$ cat src/rtl/bin2bcd_seq_if.sv
// bin2bcd_seq_if: request/result bundle for the sequential binary-to-BCD converter.
// master drives start/bin; slave (the converter) returns busy/done/bcd/ovf.
interface bin2bcd_seq_if #(
  parameter int WIDTH  = 8,
  parameter int DIGITS = 3
);
  logic                  start;
  logic [WIDTH-1:0]      bin;
  logic                  busy;
  logic                  done;
  logic [4*DIGITS-1:0]   bcd;
  logic                  ovf;

  modport master (output start, bin, input busy, done, bcd, ovf);
  modport slave  (input start, bin, output busy, done, bcd, ovf);
endinterface

$ cat src/rtl/bin2bcd_seq.sv
// bin2bcd_seq: iterative double-dabble binary-to-BCD converter, one bit per clock.
// Optional macro BIN2BCD_SAT_EN: track overflow, raise ovf and saturate bcd to all 9s.
// Without it, ovf is tied low and bcd carries the result modulo 10^DIGITS.
module bin2bcd_seq #(
  parameter int WIDTH  = 8,
  parameter int DIGITS = 3
) (
  input logic          clk,
  input logic          rst_n,
  bin2bcd_seq_if.slave bus
);
  localparam int BW = 4 * DIGITS;
  localparam int CW = $clog2(WIDTH + 1);

  typedef enum logic [1:0] {
    S_IDLE,
    S_SHIFT,
    S_DONE
  } state_t;

  state_t          r_state;
  logic [WIDTH-1:0] r_shift;
  logic [BW-1:0]   r_scratch;
  logic [BW-1:0]   r_bcd;
  logic [CW-1:0]   r_cnt;
  logic            r_busy;
  logic            r_done;
  logic [BW-1:0]   w_adj;
  logic [BW-1:0]   w_result;

`ifdef BIN2BCD_SAT_EN
  localparam logic [BW-1:0] NINES = {DIGITS{4'h9}};
  logic r_sticky;
  logic r_ovf;
`endif

  // Add-3 adjust of every scratch digit that is 5 or more, ahead of the shift.
  always_comb begin
    w_adj = r_scratch;
    for (int unsigned d = 0; d < DIGITS; d++) begin
      if (r_scratch[4*d +: 4] >= 4'd5) begin
        w_adj[4*d +: 4] = r_scratch[4*d +: 4] + 4'd3;
      end
    end
  end

`ifdef BIN2BCD_SAT_EN
  // Value published at DONE: saturated to all 9s when any bit left the top digit.
  always_comb begin
    w_result = r_sticky ? NINES : r_scratch;
  end
`else
  // Value published at DONE: raw scratch, i.e. bin modulo 10^DIGITS.
  always_comb begin
    w_result = r_scratch;
  end
`endif

  // Conversion FSM with registered busy/done/bcd/ovf.
  // busy is cleared only from IDLE so it stays high through the done strobe cycle.
  always_ff @(posedge clk or negedge rst_n) begin
    if (!rst_n) begin
      r_state   <= S_IDLE;
      r_shift   <= '0;
      r_scratch <= '0;
      r_cnt     <= '0;
      r_bcd     <= '0;
      r_busy    <= 1'b0;
      r_done    <= 1'b0;
`ifdef BIN2BCD_SAT_EN
      r_sticky  <= 1'b0;
      r_ovf     <= 1'b0;
`endif
    end else begin
      case (r_state)
        S_IDLE: begin
          r_done <= 1'b0;
          if (bus.start) begin
            r_shift   <= bus.bin;
            r_scratch <= '0;
            r_cnt     <= CW'(WIDTH);
            r_busy    <= 1'b1;
            r_state   <= S_SHIFT;
`ifdef BIN2BCD_SAT_EN
            r_sticky  <= 1'b0;
`endif
          end else begin
            r_busy <= 1'b0;
          end
        end
        S_SHIFT: begin
          r_scratch <= {w_adj[BW-2:0], r_shift[WIDTH-1]};
          r_shift   <= r_shift << 1;
          r_cnt     <= r_cnt - CW'(1);
`ifdef BIN2BCD_SAT_EN
          r_sticky  <= r_sticky | w_adj[BW-1];
`endif
          if (r_cnt == CW'(1)) begin
            r_state <= S_DONE;
          end
        end
        S_DONE: begin
          r_bcd   <= w_result;
          r_done  <= 1'b1;
          r_state <= S_IDLE;
`ifdef BIN2BCD_SAT_EN
          r_ovf   <= r_sticky;
`endif
        end
        default: begin
          r_state <= S_IDLE;
        end
      endcase
    end
  end

  assign bus.busy = r_busy;
  assign bus.done = r_done;
  assign bus.bcd  = r_bcd;
`ifdef BIN2BCD_SAT_EN
  assign bus.ovf  = r_ovf;
`else
  assign bus.ovf  = 1'b0;
`endif

endmodule

$ cat src/flat_wrapper.sv
// flat-port wrapper written by rule: the top's interface ports become plain ports
module bin2bcd_seq_flat 
#(
  parameter int WIDTH  = 8,
  parameter int DIGITS = 3
)
  (clk, rst_n, bus_start, bus_bin, bus_busy, bus_done, bus_bcd, bus_ovf);
  bin2bcd_seq_if #(.WIDTH(WIDTH), .DIGITS(DIGITS)) bus_i ();
  input logic clk;
  input logic rst_n;
  input wire logic [$bits(bus_i.start)-1:0] bus_start;
  input wire logic [$bits(bus_i.bin)-1:0] bus_bin;
  output wire logic [$bits(bus_i.busy)-1:0] bus_busy;
  output wire logic [$bits(bus_i.done)-1:0] bus_done;
  output wire logic [$bits(bus_i.bcd)-1:0] bus_bcd;
  output wire logic [$bits(bus_i.ovf)-1:0] bus_ovf;
  assign bus_i.start = bus_start;
  assign bus_i.bin = bus_bin;
  assign bus_busy = bus_i.busy;
  assign bus_done = bus_i.done;
  assign bus_bcd = bus_i.bcd;
  assign bus_ovf = bus_i.ovf;
  bin2bcd_seq #(.WIDTH(WIDTH), .DIGITS(DIGITS)) u_core (.clk(clk), .rst_n(rst_n), .bus(bus_i));
endmodule
$ cat config.mk
export PLATFORM = sky130hd
export DESIGN_NAME = bin2bcd_seq_flat
export DESIGN_NICKNAME = d
export VERILOG_FILES = /design/src/rtl/bin2bcd_seq_if.sv /design/src/rtl/bin2bcd_seq.sv /design/src/flat_wrapper.sv
export SDC_FILE = /design/constraint.sdc
export NUM_CORES = 1
export LEC_CHECK = 0
export ABC_CLOCK_PERIOD_IN_PS = 1700
export CORE_MARGIN = 2
export CORE_UTILIZATION = 54
export CTS_CLUSTER_SIZE = 28
export DETAILED_ROUTE_END_ITERATION = 10
export PLACE_DENSITY_LB_ADDON = 0.05
export SYNTH_ARGS = -nofsm -noshare
export SYNTH_HDL_FRONTEND = slang
export SYNTH_SLANG_ARGS = --single-unit
export TNS_END_PERCENT = 20
$ cat constraint.sdc
create_clock -name clk -period 1.7 [get_ports clk]
set_clock_uncertainty 0.05 [all_clocks]
set_input_delay 0.17 -clock clk [delete_from_list [all_inputs] [get_ports clk]]
set_output_delay 0.17 -clock clk [all_outputs]
set_load 0.1 [all_outputs]
==> results_dict.tcl <==
set metrics [dict create \
    die_area_um2 4119 \
    fin_crit_ps 1523 \
    reg2reg_setup_slack_ps 180 \
    gr-total-overflow 0 \
    worst-path-buf-inv 1 \
    whs_ps 345.4 \
    cts_buffers 5 \
    grt_usage 0.1909 \
    ys_ff_latch 40 \
    area.growth.synth_to_final_pct 24.06 \
    n_antenna_cell 0 \
    final_cells 263 \
    cp_slowest_cell "dfrtp_1" \
    path_cells "inv_1, ha_1, nor2b_1, o21a_1, o221ai_1" \
    portBuffers 24 \
    grt_max_degree 41 \
    ant_nets 0 \
    totalWireLength_um 3383 \
    drive_gt1_frac 0.1659 \
    ys_warn_count 0 \
    vias_per_cell 5.479 \
    clock_path_buffers 2 \
    finalHoldViolCount 0 \
    grt_first_pass_wirelength_um 6168 \
    p_leak_nw 1.066 \
    final_util 0.7103 \
    gr-usage-met3 0.03521 \
    slew_viol_final 0 \
    crit_family "flip-flops" \
    num-fill-cells 271 \
    status "completed" \
    setup_viol 0 \
    worstSetupPathType "reg2reg" \
    cts_tree "yes" \
    core_area_um2 3416 \
    rows 21 \
    rsz0062_at_grt "false" \
    endpoint_kind "flop" \
    clk_pin_slew_ps 110 \
    drcViolationCount 0 \
    first_iter_violations 77 \
    clk_latency_ps 340 \
    fin_crit_sh 0.8959 \
    ys_types 37 \
    cts.sink_count 40 \
    crit_arrival_ps 1690 \
    nets 235 \
    critPathMaxStageDelay_ps 430 \
    die_y_um 64.18 \
    place_inst 254 \
    synth_seq_area_share 0.5118 \
    vdd_drop_max_v 0.0008949 \
    cp-start-kind "flop" \
    vias 1441 \
    io_pins 26 \
    die_x_um 64.18 \
    antenna_found_initial 0 \
    post-cts-setup-buffers 0 \
    grt_pass1_vias 1409 \
    htree_levels 2 \
    clockRootBuffer "clkbuf_4" \
    required_ps 1870 \
    start_util 0.5725 \
    synth_area_per_cell_um2 10.40 \
    syn-instance-count 188 \
    fmax_mhz 656.6 \
    syn_area_um2 1956 \
    cap_viol_max_count 0 \
    synthesis.nets 207 \
    hold_path.class "in2async" \
    gp_congestion 0.8224 \
    cp_max_fo 4 \
    use_met2 0.3229 \
    powerDensity_nw_per_um2 1966 \
    hpwl_um 2546 \
    firstDrtPassIters 5 \
    global_route.usage.met1 0.2378 \
    busiest_layer "met2" \
    fin_setup_tns_ps 0 \
    wl_per_cell_um 12.86 \
]
## worst register-to-register path: cells and delay by family (launching register included)
kind,cells,cell delay (ps)
and+or+nand+nor,1,240
AOI/OAI and AO/OA,2,320
DFF,1,430
adders and majority gates,1,210
buffers and inverters,1,160
## power by group
part | switching [W] | internal (W)
logic | 0.00162 | 0.00102
registers | 0.000326 | 0.00131
clock network | 0.000295 | 0.000197
## Yosys cell counts, drive strengths merged
cell | instances | area (um^2)
o21bai | 1 | 7.510
o211ai | 3 | 22.52
nand2 | 32 | 120.1
o31ai | 4 | 35.03
nor3b | 2 | 26.28
o21a | 3 | 22.52
conb | 1 | 3.750
nor2b | 4 | 27.53
and3 | 1 | 6.260
nand2b | 5 | 31.28
a21oi | 1 | 5.000
nor3 | 1 | 5.000
o221ai | 3 | 26.28
o32ai | 2 | 17.52
ha | 8 | 100.1
a22o | 1 | 10.01
xor2 | 1 | 8.760
dfrtp | 40 | 1001
o2111ai | 6 | 52.55
buf | 11 | 88.83
o21ba | 1 | 10.01
xnor2 | 2 | 17.52
inv | 14 | 52.55
mux2i | 7 | 70.07
o21ai | 25 | 125.1
and2 | 1 | 6.260
o22ai | 1 | 6.260
clkbuf | 1 | 5.000
nand3b | 1 | 7.510
a32o | 3 | 30.03
nor2 | 2 | 7.510
## layout make-up
cell class	instances	area [um^2]	share of cell area
flip-flops and latches	40	1001	0.4126
multi-input cells	122	808.3	0.3332
repair buffers	33	445.4	0.1836
well taps	46	57.56	0.02372
inverters	14	52.55	0.02166
clock buffers	6	51.30	0.02114
clock inverters	2	10.01	0.004126
## worst paths after layout
check / cells after the start / endpoint / from
setup / recovery: 5 / u_core.r_scratch[1] / u_core.r_scratch[0]
hold / removal: 3 / u_core.r_scratch[11] / rst_n
setup reg to reg: 5 / u_core.r_scratch[1] / u_core.r_scratch[0]
hold reg to reg: 1 / u_core.r_scratch[11] / u_core.r_scratch[11]
max in group asynchronous: 3 / u_core.r_cnt[0] / rst_n
min in group clk: 3 / u_core.r_shift[5] / bus_bin[5]
## routing by layer
metal,part of all wire,vias to the layer above
met1,0.44,687
li1,-,710
met5,0,-
met4,0.018,0
met3,0.051,7
met2,0.49,37
## cell usage in the layout, fill, tap and decap left out, drive strengths merged, types with 6 or more instances in the layout
cell           synthesis  final
dfrtp                 40     40
nand2                 32     32
o21ai                 25     25
buf                   11     23
inv                   14     14
clkdlybuf4s50          0      9
ha                     8      8
mux2i                  7      7
o2111ai                6      6
clkbuf                 1      6
## metrics by stage
stage	area [um^2]	total power, W	worst slack [ps]
final	2426	0.004769	176.9
after global routing	2426	0.005121	43.15
after CTS	2426	0.004812	174.4
after detailed placement	2355	0.004321	114.1
after global placement	2355	0.004206	150.2
after floorplan	1956	0.003525	372.2
## cells by family after synthesis
kind of cell	after synthesis	synth area share
xor gates and xnor gates	3	0.01344
muxes	7	0.03583
buffers and inverters	26	0.07485
and+or+nand+nor	49	0.1216
adders and majority gates	8	0.05119
AOI/OAI and AO/OA	54	0.1894
DFF	40	0.5118
other	1	0.001918
## state kept, by name, summed over array words and instances (netlist names)
name              flops
u_core.bus.bcd       12
u_core.r_scratch     12
u_core.r_shift        8
u_core.r_cnt          4
u_core.r_state        2
u_core.bus.busy       1
u_core.bus.done       1
## timing repair
action	CTS	global route
hold endpoints to repair	40	0
endpoints found under the setup margin	0	0
hold buffers	1	0
gates resized for setup	0	0
(Power assumes the default switching activity.)
